--- src/rtl/i2c_bus_decoder_if.sv ---
// rtl/i2c_bus_decoder_if.sv - pin and event bundle between I2C pads, decoder and slave controller
interface i2c_bus_decoder_if;
    logic       scl;
    logic       sda_in;
    logic       scl_rise;
    logic       scl_fall;
    logic       start_found;
    logic       rstart_found;
    logic       stop_found;
    logic       bus_busy;
    logic       addr_valid;
    logic [7:0] starting_byte;
    logic       address_match;
    logic       rw_mode;

    // Decoder side: consumes raw pins, produces clean events
    modport slave (
        input  scl,
        input  sda_in,
        output scl_rise,
        output scl_fall,
        output start_found,
        output rstart_found,
        output stop_found,
        output bus_busy,
        output addr_valid,
        output starting_byte,
        output address_match,
        output rw_mode
    );

    // Pad/controller side: drives raw pins, observes events
    modport master (
        output scl,
        output sda_in,
        input  scl_rise,
        input  scl_fall,
        input  start_found,
        input  rstart_found,
        input  stop_found,
        input  bus_busy,
        input  addr_valid,
        input  starting_byte,
        input  address_match,
        input  rw_mode
    );
endinterface

--- src/rtl/i2c_bus_decoder.sv ---
// rtl/i2c_bus_decoder.sv - I2C slave front end: sync, optional glitch filter (I2C_DECODE_GLITCH_FILTER_EN), START/STOP and address decode
module i2c_bus_decoder #(
    parameter int         SYNC_STAGES = 2,
    parameter int         FILTER_LEN  = 3,
    parameter logic [6:0] SLAVE_ADDR  = 7'b1111000,
    parameter logic [6:0] ADDR_MASK   = 7'h7F
) (
    input  logic                  clk,
    input  logic                  n_rst,
    i2c_bus_decoder_if.slave      bus
);

    localparam logic [1:0] ST_IDLE = 2'd0;
    localparam logic [1:0] ST_ADDR = 2'd1;
    localparam logic [1:0] ST_DATA = 2'd2;

    // Synchroniser chains; reset to 1 so an idle bus looks idle from the start
    logic [SYNC_STAGES-1:0] scl_sync_q;
    logic [SYNC_STAGES-1:0] sda_sync_q;

    // Shift raw pins through the synchroniser chains
    always_ff @(posedge clk or negedge n_rst) begin
        if (!n_rst) begin
            scl_sync_q <= '1;
            sda_sync_q <= '1;
        end else begin
            scl_sync_q <= {scl_sync_q[SYNC_STAGES-2:0], bus.scl};
            sda_sync_q <= {sda_sync_q[SYNC_STAGES-2:0], bus.sda_in};
        end
    end

    logic scl_f;
    logic sda_f;

`ifdef I2C_DECODE_GLITCH_FILTER_EN
    // Window = previous FILTER_LEN-1 synchronised samples plus the current one,
    // so the filtered line moves FILTER_LEN clocks after the synchroniser output.
    logic [FILTER_LEN-1:0] scl_win;
    logic [FILTER_LEN-1:0] sda_win;
    logic                  scl_filt_q;
    logic                  sda_filt_q;

    generate
        if (FILTER_LEN > 1) begin : g_hist
            logic [FILTER_LEN-2:0] scl_hist_q;
            logic [FILTER_LEN-2:0] sda_hist_q;

            assign scl_win = {scl_hist_q, scl_sync_q[SYNC_STAGES-1]};
            assign sda_win = {sda_hist_q, sda_sync_q[SYNC_STAGES-1]};

            // Keep the most recent FILTER_LEN-1 synchronised samples
            always_ff @(posedge clk or negedge n_rst) begin
                if (!n_rst) begin
                    scl_hist_q <= '1;
                    sda_hist_q <= '1;
                end else begin
                    scl_hist_q <= scl_win[FILTER_LEN-2:0];
                    sda_hist_q <= sda_win[FILTER_LEN-2:0];
                end
            end
        end else begin : g_nohist
            assign scl_win = scl_sync_q[SYNC_STAGES-1];
            assign sda_win = sda_sync_q[SYNC_STAGES-1];
        end
    endgenerate

    // Filtered lines change only when the whole window agrees
    always_ff @(posedge clk or negedge n_rst) begin
        if (!n_rst) begin
            scl_filt_q <= 1'b1;
            sda_filt_q <= 1'b1;
        end else begin
            if (&scl_win)       scl_filt_q <= 1'b1;
            else if (~|scl_win) scl_filt_q <= 1'b0;
            if (&sda_win)       sda_filt_q <= 1'b1;
            else if (~|sda_win) sda_filt_q <= 1'b0;
        end
    end

    assign scl_f = scl_filt_q;
    assign sda_f = sda_filt_q;
`else
    assign scl_f = scl_sync_q[SYNC_STAGES-1];
    assign sda_f = sda_sync_q[SYNC_STAGES-1];
`endif

    // One-cycle-delayed copies of the filtered lines for edge detection
    logic scl_prev_q;
    logic sda_prev_q;

    // Event registers
    logic scl_rise_q;
    logic scl_fall_q;
    logic start_q;
    logic rstart_q;
    logic stop_q;

    // FSM and address capture state
    logic [1:0] state_q, state_d;
    logic [2:0] cnt_q, cnt_d;
    logic [7:0] byte_q, byte_d;
    logic       addr_valid_q, addr_valid_d;
    logic       match_q, match_d;
    logic       rw_q, rw_d;
    logic       busy_q;

    logic scl_rise_d;
    logic scl_fall_d;
    logic start_d;
    logic stop_d;
    logic rstart_d;
    logic scl_hi;

    // Edge and bus-condition detection; a simultaneous SCL change kills START/STOP
    always_comb begin
        scl_rise_d = scl_f & ~scl_prev_q;
        scl_fall_d = ~scl_f & scl_prev_q;
        scl_hi     = scl_f & scl_prev_q;
        start_d    = scl_hi & sda_prev_q & ~sda_f;
        stop_d     = scl_hi & ~sda_prev_q & sda_f;
        rstart_d   = start_d & (state_q != ST_IDLE);
    end

    // Next-state logic: START/STOP take priority over address shifting
    always_comb begin
        state_d      = state_q;
        cnt_d        = cnt_q;
        byte_d       = byte_q;
        addr_valid_d = 1'b0;
        match_d      = match_q;
        rw_d         = rw_q;
        if (start_d) begin
            state_d = ST_ADDR;
            cnt_d   = 3'd0;
            byte_d  = 8'd0;
            match_d = 1'b0;
            rw_d    = 1'b0;
        end else if (stop_d) begin
            state_d = ST_IDLE;
            cnt_d   = 3'd0;
            match_d = 1'b0;
            rw_d    = 1'b0;
        end else if (state_q == ST_ADDR && scl_rise_q) begin
            byte_d = {byte_q[6:0], sda_f};
            cnt_d  = cnt_q + 3'd1;
            if (cnt_q == 3'd7) begin
                state_d      = ST_DATA;
                addr_valid_d = 1'b1;
                match_d      = (((byte_d[7:1] ^ SLAVE_ADDR) & ADDR_MASK) == 7'd0);
                rw_d         = byte_d[0];
            end
        end
    end

    // Register line history, event pulses and FSM state
    always_ff @(posedge clk or negedge n_rst) begin
        if (!n_rst) begin
            scl_prev_q   <= 1'b1;
            sda_prev_q   <= 1'b1;
            scl_rise_q   <= 1'b0;
            scl_fall_q   <= 1'b0;
            start_q      <= 1'b0;
            rstart_q     <= 1'b0;
            stop_q       <= 1'b0;
            state_q      <= ST_IDLE;
            cnt_q        <= 3'd0;
            byte_q       <= 8'd0;
            addr_valid_q <= 1'b0;
            match_q      <= 1'b0;
            rw_q         <= 1'b0;
            busy_q       <= 1'b0;
        end else begin
            scl_prev_q   <= scl_f;
            sda_prev_q   <= sda_f;
            scl_rise_q   <= scl_rise_d;
            scl_fall_q   <= scl_fall_d;
            start_q      <= start_d;
            rstart_q     <= rstart_d;
            stop_q       <= stop_d;
            state_q      <= state_d;
            cnt_q        <= cnt_d;
            byte_q       <= byte_d;
            addr_valid_q <= addr_valid_d;
            match_q      <= match_d;
            rw_q         <= rw_d;
            busy_q       <= (state_d != ST_IDLE);
        end
    end

    assign bus.scl_rise      = scl_rise_q;
    assign bus.scl_fall      = scl_fall_q;
    assign bus.start_found   = start_q;
    assign bus.rstart_found  = rstart_q;
    assign bus.stop_found    = stop_q;
    assign bus.bus_busy      = busy_q;
    assign bus.addr_valid    = addr_valid_q;
    assign bus.starting_byte = byte_q;
    assign bus.address_match = match_q;
    assign bus.rw_mode       = rw_q;

endmodule

--- src/flat_wrapper.sv ---
// flat-port wrapper written by rule: the top's interface ports become plain ports
module i2c_bus_decoder_flat 
#(
    parameter int         SYNC_STAGES = 2,
    parameter int         FILTER_LEN  = 3,
    parameter logic [6:0] SLAVE_ADDR  = 7'b1111000,
    parameter logic [6:0] ADDR_MASK   = 7'h7F
)
  (clk, n_rst, bus_scl, bus_sda_in, bus_scl_rise, bus_scl_fall, bus_start_found, bus_rstart_found, bus_stop_found, bus_bus_busy, bus_addr_valid, bus_starting_byte, bus_address_match, bus_rw_mode);
  i2c_bus_decoder_if bus_i ();
  input  logic clk;
  input  logic n_rst;
  input wire logic [$bits(bus_i.scl)-1:0] bus_scl;
  input wire logic [$bits(bus_i.sda_in)-1:0] bus_sda_in;
  output wire logic [$bits(bus_i.scl_rise)-1:0] bus_scl_rise;
  output wire logic [$bits(bus_i.scl_fall)-1:0] bus_scl_fall;
  output wire logic [$bits(bus_i.start_found)-1:0] bus_start_found;
  output wire logic [$bits(bus_i.rstart_found)-1:0] bus_rstart_found;
  output wire logic [$bits(bus_i.stop_found)-1:0] bus_stop_found;
  output wire logic [$bits(bus_i.bus_busy)-1:0] bus_bus_busy;
  output wire logic [$bits(bus_i.addr_valid)-1:0] bus_addr_valid;
  output wire logic [$bits(bus_i.starting_byte)-1:0] bus_starting_byte;
  output wire logic [$bits(bus_i.address_match)-1:0] bus_address_match;
  output wire logic [$bits(bus_i.rw_mode)-1:0] bus_rw_mode;
  assign bus_i.scl = bus_scl;
  assign bus_i.sda_in = bus_sda_in;
  assign bus_scl_rise = bus_i.scl_rise;
  assign bus_scl_fall = bus_i.scl_fall;
  assign bus_start_found = bus_i.start_found;
  assign bus_rstart_found = bus_i.rstart_found;
  assign bus_stop_found = bus_i.stop_found;
  assign bus_bus_busy = bus_i.bus_busy;
  assign bus_addr_valid = bus_i.addr_valid;
  assign bus_starting_byte = bus_i.starting_byte;
  assign bus_address_match = bus_i.address_match;
  assign bus_rw_mode = bus_i.rw_mode;
  i2c_bus_decoder #(.SYNC_STAGES(SYNC_STAGES), .FILTER_LEN(FILTER_LEN), .SLAVE_ADDR(SLAVE_ADDR), .ADDR_MASK(ADDR_MASK)) u_core (.clk(clk), .n_rst(n_rst), .bus(bus_i));
endmodule
--- config.mk ---
export PLATFORM = sky130hd
export DESIGN_NAME = i2c_bus_decoder_flat
export DESIGN_NICKNAME = d
export VERILOG_FILES = /design/src/rtl/i2c_bus_decoder_if.sv /design/src/rtl/i2c_bus_decoder.sv /design/src/flat_wrapper.sv
export SDC_FILE = /design/constraint.sdc
export NUM_CORES = 1
export LEC_CHECK = 0
export CORE_ASPECT_RATIO = 0.75
export CORE_UTILIZATION = 52
export CTS_BUF_LIST = sky130_fd_sc_hd__clkbuf_4 sky130_fd_sc_hd__clkbuf_8
export DETAILED_ROUTE_END_ITERATION = 8
export GPL_TIMING_DRIVEN = 1
export HOLD_SLACK_MARGIN = 0.05
export PLACE_DENSITY_LB_ADDON = 0.25
export SYNTH_ARGS = -nofsm -noshare
export SYNTH_HDL_FRONTEND = slang
export SYNTH_SLANG_ARGS = --single-unit
export TNS_END_PERCENT = 20
--- constraint.sdc ---
create_clock -name clk -period 1.8 [get_ports clk]
set_input_delay 0.18 -clock clk [delete_from_list [all_inputs] [get_ports clk]]
set_output_delay 0.18 -clock clk [all_outputs]
set_load 0.005 [all_outputs]
==> results.json, run 1 <==
{
  "status": "finished, final reports clean",
  "hold_buffers": 0,
  "fp-row-count": 14,
  "setup_tns_ns": 0,
  "grt_use_total_pct": 19.5,
  "power_uw": 1360,
  "root_buffer": "clkbuf_4",
  "grt_overflow_total": 0,
  "fmaxAchievable_mhz": 668,
  "final_layout_size_suffix_gt1_share_pct": 13.6,
  "syn_inst": 86,
  "clock_skew_ns": 0.0149,
  "synth_edf_count": 0,
  "first_iter_violations": 11,
  "cts_setup_buffers": 0,
  "p_comb_share_pct": 21.3,
  "hold_viol_final": 0,
  "grt_pass1_vias": 694,
  "ant_nets": 0,
  "cts_buffers": 3,
  "ctsResizeCount": 0,
  "period_share_pct": 83.1,
  "clock_power_share_pct": 19.9,
  "ys_ff_latch": 28,
  "cts_sinks": 28,
  "gp_congestion": 0.736,
  "maxSlewViolCount": 0,
  "drcViolationCount": 0,
  "power_density_nw_per_um2": 1000,
  "max_slew.worst_pin.slew_ns": 0.481,
  "p_leak_uw": 0.000649,
  "final_nets": 117,
  "diodes": 0,
  "path_class": "reg2reg",
  "start_kind": "flip-flop",
  "yosysWarnings": 0,
  "maxCapViolCount": 0,
  "clock_path_buffers": 2,
  "synth.area.top_cells": "dfrtp_1 (50%), dfstp_2 (14%), mux2i_1 (8.2%), nand2_1 (3.8%), nor2_1 (3.8%)",
  "synthesis.area_um2": 1100,
  "grt_max_degree": 29,
  "start_util_pct": 55.1,
  "cp_max_fo": 12,
  "p_sw_uw": 366,
  "syn-num-nets": 92,
  "required_ns": 2.01,
  "p_int_uw": 998,
  "ys_seq_area_share_pct": 64.3,
  "synth_top_area_share_pct": 50.0,
  "hold_class": "in2async",
  "hpwl_um": 1320,
  "io_pins": 21,
  "coreArea_um2": 2000,
  "max_slew_margin_pct": 67.8,
  "setup_viol": 0,
  "yosysMostFrequentCell": "dfrtp_1",
  "cp-end-kind": "flip-flop",
  "avgSynthCellArea_um2": 12.8,
  "ff2ff_setup_slack_ns": 0.30,
  "drt-wirelength-per-cell_um": 13.6,
  "dieArea_um2": 2310,
  "area_growth_pct": 23.6,
  "antenna_found_initial": 0,
  "synthTopCellsByCount": "dfrtp_1 (22), nand2_1 (11), nor2_1 (11), mux2i_1 (9), dfstp_2 (6)",
  "path_clk_slew_ns": 0.14,
  "period_minus_slack_ns": 1.50,
  "async_flop_share_pct": 100,
  "crit_arrival_ns": 1.71,
  "firstDrtPassIters": 4,
  "rsz0062_at_grt": "false",
  "insertion_delay_ns": 0.33,
  "htreeDepth": 1,
  "grt_pass1_wl_um": 3060,
  "die_w_um": 55.1,
  "cts_tree": "yes",
  "vias": 708,
  "p_sw_share_pct": 26.8,
  "synth_top_area_cell": "dfrtp_1",
  "vias_per_cell": 5.28,
  "die_height_um": 41.9,
  "ys_types": 22,
  "synth_top_flop_cell": "dfrtp_1",
  "pwr-share-seq_pct": 58.8,
  "wirelength_um": 1830,
  "ir_worst_vdd_mv": 0.646,
  "port_buffers": 20
}
-- sequential cells by signal, summed over array words and instances (netlist names), 2 cells and up --
register	count
u_core.bus.starting_byte	8
u_core.cnt_q	3
u_core.scl_sync_q	2
u_core.sda_sync_q	2
u_core.state_q	2
-- cells by family (layout without fill, tap and decap cells) --
logic type               Yosys count  after routing  synth area share [%]
AND/OR/NAND/NOR                   34             34                  18.5
flip-flops                        28             28                  64.3
multiplexers                       9              9                  8.18
AO/OA/AOI/OAI                      7              7                  3.41
buffers and inverters              4             28                  1.70
adder cells (fa/ha/maj)            2              2                  2.27
XOR/XNOR                           2              2                  1.59
-- metal layers --
metal	global-route usage (%)	routed length, um	vias up
met5	0	0	-
met4	6.00	23	0
met3	7.69	116	4
met2	28.2	831	23
met1	27.0	858	343
li1	-	-	338
-- placed cells by master, fill, tap and decap left out, types with 4 or more instances in the layout --
master | netlist | routed
nor2_1 | 11 | 11
clkbuf_4 | 0 | 4
a21oi_1 | 4 | 4
dfrtp_1 | 22 | 22
dfstp_2 | 6 | 6
clkdlybuf4s50_1 | 0 | 20
mux2i_1 | 9 | 9
nand2_1 | 11 | 11
-- power groups by stage --
stage	clock network, uW	registers, uW	logic, uW
after floorplan	0	805	136
after global placement	0	808	288
after detailed placement	0	815	295
after CTS	289	802	297
after global routing	304	819	332
final	272	801	291
-- final timing paths --
check | start | to | cells after the start
worst max-delay path | u_core.scl_prev_q | u_core.bus.starting_byte[5] | 3
worst min-delay path | n_rst | u_core.cnt_q[2] | 2
worst max register to register | u_core.scl_prev_q | u_core.bus.starting_byte[5] | 3
worst min register to register | u_core.scl_sync_q[0] | u_core.scl_sync_q[1] | 0
max in group asynchronous | n_rst | u_core.scl_sync_q[0] | 2
min in group clk | bus_sda_in | u_core.sda_sync_q[0] | 1
-- per-stage QoR --
step	setup WS, ns	hold slack (ns)	area [um2]	std cells	util (%)
4_1_cts	0.302	0.194	1360	134	68.2
6_report	0.304	0.193	1360	134	68.2
2_1_floorplan	0.539	-0.116	1100	86	-
5_1_grt	0.193	0.234	1360	134	68.2
3_5_place_dp	0.333	0.348	1330	130	66.7
3_3_place_gp	0.378	0.350	1330	130	66.7
-- cell type report --
| class | count | area, um2 |
|---|---|---|
| Sequential cell | 28 | 708 |
| Fill cell | 160 | 636 |
| Multi-Input combinational cell | 54 | 374 |
| Timing Repair Buffer | 21 | 208 |
| Clock buffer | 4 | 30.0 |
| Tap cell | 24 | 30.0 |
| Inverter | 3 | 11.3 |
-- critical path, cell delays in order (launching register included) --
cell	delay, ns
dfstp_2	0.61
nand4b_1	0.42
nand2_1	0.26
mux2i_1	0.09
Power figures use the tool's default switching activity.
==> run 2, diff against run 1 <==
clock period = 1.4 ns   (was 1.8 ns; I/O delays follow)
==> run 2 against run 1 <==
Hold slack worse by 0.024 ns. Clock power grew 40%. Utilization is 2.3 points higher. Final cell count up 2.2%. Largest cell class unchanged. Highest routed layer unchanged.
==> results.json, run 2 (same netlist as run 1, synthesis figures left out) <==
{
  "hold_class": "in2async",
  "diodes": 0,
  "wirelength_um": 1940,
  "place_area_um2": 1340,
  "firstDrtPassIters": 4,
  "die_height_um": 41.9,
  "path_cells": "clkdlybuf4s50_1",
  "cp_num_buf_inv": 1,
  "maxCapViolCount": 0,
  "largest_register_ffs": 8,
  "crit_slowest_cell": "clkdlybuf4s50_1",
  "required_ns": 1.26,
  "worst_path_dominant_cell_family": "buffers and inverters",
  "worst-r2r-cell-count": 4,
  "area_growth_pct": 27.8,
  "start_kind": "flip-flop",
  "max_slew.worst_pin.slew_ns": 0.453,
  "period_share_pct": 97.5,
  "drt-wirelength-per-cell_um": 14.2,
  "cts_tree": "yes",
  "grt_max_degree": 29,
  "first_iter_violations": 13,
  "period_minus_slack_ns": 1.36,
  "final_layout_size_suffix_gt1_share_pct": 15.9,
  "path_clk_slew_ns": 0.14,
  "mostFrequentLayoutCells": "dfrtp_1 (22), clkdlybuf4s50_1 (13), nand2_1 (11), nor2_1 (11), mux2i_1 (9)",
  "clock_skew_ns": 0.00920,
  "clock_path_buffers": 2,
  "crit_arrival_ns": 1.22,
  "multi_input_area_um2": 374,
  "grt_overflow_total": 0,
  "antenna_found_initial": 0,
  "final_area_um2": 1410,
  "hpwl_um": 1310,
  "reg2reg_from": "u_core.sda_prev_q",
  "cp_max_fo": 3,
  "maxSlewViolCount": 0,
  "power_density_nw_per_um2": 1280,
  "gp_congestion": 0.840,
  "rr_endpoint": "u_core.bus.starting_byte[7]",
  "vias": 725,
  "htreeDepth": 1,
  "ir_worst_vdd_mv": 1.01,
  "cp-end-kind": "output port",
  "fmaxAchievable_mhz": 733,
  "insertion_delay_ns": 0.32,
  "path_depth": 1,
  "cts_sinks": 28,
  "path_class": "reg2out",
  "root_buffer": "clkbuf_4",
  "ff2ff_setup_slack_ns": 0.05,
  "port_buffers": 20,
  "final_common_cell": "dfrtp_1",
  "power_uw": 1800,
  "cpPeakStageDelay_ns": 0.52,
  "fp-row-count": 14,
  "grt_use_total_pct": 19.2,
  "start_util_pct": 55.1,
  "io_pins": 21,
  "drcViolationCount": 0,
  "hold_buffers": 0,
  "status": "finished, final reports clean",
  "nFillCells": 146,
  "dieArea_um2": 2310,
  "setup_viol": 0,
  "vias_per_cell": 5.29,
  "coreArea_um2": 2000,
  "grt_pass1_wl_um": 3090,
  "grt_pass1_vias": 711,
  "p_leak_uw": 0.000778,
  "ant_nets": 0,
  "cts_buffers": 3,
  "hold_viol_final": 0,
  "final_nets": 120,
  "regArea_um2": 708,
  "die_w_um": 55.1,
  "max_slew_margin_pct": 69.7
}
==> run 2: cell type report <==
| class | instances | area share [%] |
|---|---|---|
| flip-flops and latches | 28 | 50.3 |
| clock buffers | 4 | 2.58 |
| well taps | 24 | 2.13 |
| multi-input cells | 54 | 26.6 |
| inverters | 3 | 0.800 |
| repair buffers | 24 | 17.6 |
==> run 2: where the power goes <==
part           leakage (uW)  internal (uW)  switching, uW
combinational      0.000401            223            174
sequential         0.000356            935           90.9
clock             0.0000210            159            222
total              0.000778           1320            486
==> run 2: timing repair <==
action / 4_1_cts / 5_1_grt
setup buffers: 1 / 1
pin swaps: 0 / 0
resized for setup: 0 / 8
setup endpoints to repair: 1 / 8
==> run 2: routing by layer <==
layer	GRT usage, %	vias to the layer above	routed length [um]
li1	-	346	-
met2	28.9	21	947
met1	26.8	356	887
met5	0	-	0
met3	7.69	2	95
met4	3.00	0	13
==> run 2: worst max path at each step <==
stage | from | end
after floorplan | u_core.cnt_q[0] | u_core.bus.rw_mode
after global placement | u_core.cnt_q[0] | u_core.bus.rw_mode
after detailed placement | u_core.cnt_q[0] | u_core.bus.rw_mode
after CTS | u_core.bus.starting_byte[0] | bus_starting_byte[0]
after global routing | u_core.bus.starting_byte[4] | bus_starting_byte[4]
final | u_core.bus.starting_byte[4] | bus_starting_byte[4]
==> run 2: metrics by stage <==
step / util, % / TNS [ns] / cells / setup slack [ns] / hold WS [ns]
after global routing: 70.5 / -0.0221 / 137 / -0.0148 / 0.195
after detailed placement: 67.0 / 0 / 131 / 0.0685 / 0.348
after floorplan: - / 0 / 86 / 0.139 / -0.156
after global placement: 67.0 / 0 / 131 / 0.114 / 0.346
final: 70.5 / 0 / 137 / 0.0351 / 0.168
after CTS: 69.2 / 0 / 136 / 0.00174 / 0.183
==> variant 1, RTL diff (settings of run 2) <==
Add a define of `I2C_DECODE_GLITCH_FILTER_EN`.
--- a/src/rtl/i2c_bus_decoder.sv
+++ b/src/rtl/i2c_bus_decoder.sv
@@ -1,2 +1,4 @@
 // rtl/i2c_bus_decoder.sv - I2C slave front end: sync, optional glitch filter (I2C_DECODE_GLITCH_FILTER_EN), START/STOP and address decode
+`define I2C_DECODE_GLITCH_FILTER_EN
+
 module i2c_bus_decoder #(
Check against the original RTL: not equivalent (Yosys sat finds a counterexample within 4 cycles, from zero or initial values and one cycle with n_rst low).
==> variant 1 against run 2 <==
Core utilization is 1.4 points higher; worst setup slack better by 0.012 ns; critical path type unchanged; clock skew is 0.0025 ns lower; sequential power is 23% higher; sequential cell count is 6 higher; power is 34% higher; wire length is 7.7% higher; area after synthesis is 18% higher; cell area is 19% higher; first-iteration DRC count is 31% higher.
==> variant 1: results (changes against run 2) <==
Async set-or-reset flop fraction in the synthesized netlist -> 100% (unchanged)
Cell family with most CP delay -> buffers and inverters
Post-synthesis instance total -> 99 (+15%)
Initial DRC count -> 17 (+4)
Reg-to-reg slack, setup -> 0.09 ns (+0.04 ns)
Pre-antenna DRT Iters -> 3 (-1)
Largest cells by area after synthesis -> dfrtp_1 42%, dfstp_2 24%, mux2i_1 6.9%
Wire length per cell -> 12.6 um (-11%)
Worst slack, placed -> 0.0812 ns (+0.0126 ns)
Status -> completed
R2r startpoint -> u_core.sda_prev_q
Layout cells sized above 1 -> 23.5% (+7.6 points)
Period utilization -> 96.6% (-0.85 points)
Post-Place Cell Area -> 1580 um^2 (+18%)
Layout area overhead -> 28.7%
Gp weighted congestion -> 0.752 (-10%)
Lkg Pwr -> 0.818 nW (+5.2%)
Mux share of post-synthesis cell area -> 6.92% (-1.3 points)
Worst VDD drop -> 0.822 mV (-19%)
Ys flop type -> dfrtp_1
Crit path to -> bus_starting_byte[3]
Vias in the first global route -> 751 (+5.6%)
Fin nets -> 137 (+14%)
Initial antenna violation count -> 0 (unchanged)
Via density -> 4.92 (-7.0%)
Inserted Clock Buffers -> 5 (+2)
Crit-path slowest cell -> clkdlybuf4s50_1
Post-synthesis xor/xnor area fraction -> 1.35% (-0.24 points)
HPWL after DPL -> 1490 um (+14%)
Synth Area in Adders -> 1.92% (-0.35 points)
Post-synthesis sequential area ratio -> 66.5% (+2.2 points)
First-pass GRT wire length -> 3440 um (+11%)
Largest register FFs -> 8 (unchanged)
Critical path launch point -> u_core.bus.starting_byte[3]
Syn nets -> 105 (+14%)
Rel. slew slack -> 78.4% (+8.7 points)
Hold slack -> 0.177 ns (+0.00896 ns)
Largest stage delay, worst path -> 0.52 ns (about the same)
Port Buffers -> 20 (unchanged)
Worst Skew -> 0.00670 ns (-0.00250 ns)
Filler instances -> 190 (+30%)
Total gr overflow -> 0 (unchanged)
Synth Area in Compound Gates -> 5.48% (+2.1 points)
FF-to-FF End -> u_core.bus.starting_byte[5]
Pin count of the biggest net entering global routing -> 35 (+21%)
Worst-path clk slew -> 0.10 ns (-0.04 ns)
Inst Count DP -> 157 (+20%)
Final wirelength -> 2090 um (+7.7%)
Root buffer cell -> clkbuf_4
H-Tree Level Count -> 2 (+1)
Global Route Usage Sum -> 18.6% (-0.60 points)
Synth top cells by count -> 22 x dfrtp_1, 12 x dfstp_2, 11 x nor2_1, 10 x nand2_1, 9 x mux2i_1
Post-synthesis cell type count -> 25 (+14%)
[variant 1: layer usage]
| metal | share of wire [%] | up-vias | global-route usage (%) |
|---|---|---|---|
| li1 | - | 405 | - |
| met1 | 51 | 393 | 26.0 |
| met2 | 44 | 14 | 26.9 |
| met3 | 3.3 | 5 | 6.02 |
| met4 | 1.3 | 0 | 8.37 |
| met5 | 0 | - | 0 |
[variant 1: area by class of cell]
cell class / count / share of cell area [%]
inverters: 5 / 1.27
multi-input cells: 59 / 24.1
flip-flops and latches: 34 / 51.8
repair buffers: 26 / 15.6
well taps: 34 / 2.54
clock buffers: 8 / 4.71
[variant 1: repair_timing]
item	in CTS	in global routing
cloned	0	0
setup buffers	1	0
setup endpoints to repair	2	3
resized for setup	2	3
[variant 1: power breakdown]
group / switching [mW] / internal [mW] / total, mW
combinational: 0.230 / 0.270 / 0.500
sequential: 0.121 / 1.15 / 1.27
clock: 0.298 / 0.343 / 0.641
total: 0.650 / 1.76 / 2.41
==> variant 2, RTL diff (flow settings as in run 2) <==
Made on the original files. Take the reset off `byte_q` and load it in a clocked block of its own.
--- a/src/rtl/i2c_bus_decoder.sv
+++ b/src/rtl/i2c_bus_decoder.sv
@@ -166,3 +166,2 @@
             cnt_q        <= 3'd0;
-            byte_q       <= 8'd0;
             addr_valid_q <= 1'b0;
@@ -181,3 +180,2 @@
             cnt_q        <= cnt_d;
-            byte_q       <= byte_d;
             addr_valid_q <= addr_valid_d;
@@ -187,2 +185,6 @@
         end
+    end
+
+    always_ff @(posedge clk) begin
+        byte_q <= byte_d;
     end
Check against the original RTL: differs if n_rst is asserted again (counterexample within 10 cycles, from zero or initial values and one cycle with n_rst low); with n_rst held inactive, the same outputs for 10 cycles.
==> variant 2 against run 2 <==
Count of clock-buffer cells in the layout is the same; fmax grew 0.11%; register-to-register slack gained 0.03 ns; area after synthesis shrank 3.6%; worst setup slack gained 0.0014 ns; cell area shrank 3.6%; first-iteration DRC count shrank 7.7%; power grew 1.8%; wire length shrank 0.31%; sequential cell count is the same; critical path type unchanged; critical endpoint is now bus_starting_byte[0]; largest power group unchanged; highest routed layer unchanged.
==> variant 2: results (changes against run 2) <==
Global Route Usage Sum -> 19.1% (-0.12 points)
Clock Power -> 0.350 mW (-8.1%)
P_sw -> 0.502 mW (+3.2%)
Worst slack, placed -> 0.0577 ns (-0.0109 ns)
Async set-or-reset flop fraction in the synthesized netlist -> 71.4% (-29 points)
First-pass GRT wire length -> 2700 um (-13%)
Worst-path clk slew -> 0.14 ns (about the same)
Post-synthesis sequential area ratio -> 63.0% (-1.3 points)
Post-synthesis cell type count -> 23 (+4.5%)
Wire length per cell -> 14.3 um (+0.42%)
Worst Skew -> 0.0122 ns (+0.00302 ns)
Synth Area in Adders -> 2.36% (+0.086 points)
WL met3 -> 100 um (+5.3%)
Largest cells by area after synthesis -> dfrtp_1 33%, dfxtp_1 15%, dfstp_2 15%
Crit-path max FO -> 4 (+1)
Synth Area in Compound Gates -> 3.54% (+0.13 points)
M3 GR Usage -> 7.78% (+0.085 points)
Largest stage delay, worst path -> 0.50 ns (-0.02 ns)
# resized after CTS -> 1 (+1)
Worst VDD drop -> 1.31 mV (+29%)
GR Util met1 -> 25.6% (-1.2 points)
Wl on met1 -> 969 um (+9.2%)
GR Util met2 -> 29.3% (+0.35 points)
Initial DRC count -> 12 (-1)
Mux share of post-synthesis cell area -> 8.49% (+0.31 points)
Layout cells sized above 1 -> 21.1% (+5.1 points)
WL met2 -> 854 um (-9.8%)
Vias in the first global route -> 594 (-16%)
Gp weighted congestion -> 0.801 (-4.6%)
Fin nets -> 121 (+0.83%)
Pin count of the biggest net entering global routing -> 21 (-28%)
Status -> completed
Filler instances -> 140 (-4.1%)
HPWL after DPL -> 1330 um (+1.8%)
Slew @ Worst Pin -> 0.248 ns (-0.205 ns)
Post-synthesis xor/xnor area fraction -> 1.65% (+0.060 points)
Lkg Pwr -> 0.630 nW (-19%)
Routed via count -> 698 (-3.7%)
## variant 2: final timing paths
path,from,end,slack (ns)
setup / recovery,u_core.bus.starting_byte[0],bus_starting_byte[0],0.04
hold / removal,n_rst,u_core.bus.addr_valid,0.12
setup reg to reg,u_core.sda_prev_q,u_core.bus.starting_byte[2],0.08
hold reg to reg,u_core.scl_sync_q[0],u_core.scl_sync_q[1],0.36
max in group asynchronous,n_rst,u_core.sda_sync_q[0],1.00
min in group clk,bus_sda_in,u_core.sda_sync_q[0],0.21
## variant 2: through the flow
stage	std cells	total power [mW]
final	136	1.84
after global routing	136	1.94
after CTS	135	1.80
after detailed placement	130	1.45
after global placement	130	1.43
after floorplan	86	1.22
## variant 2: cell type report
class                           count  area [um^2]  share of cell area [%]
Clock buffer                        4         30.0                    2.21
Timing Repair Buffer               25          238                    17.5
Inverter                            3         11.3                   0.829
Sequential cell                    28          677                    49.9
Tap cell                           22         27.5                    2.03
Multi-Input combinational cell     54          374                    27.6
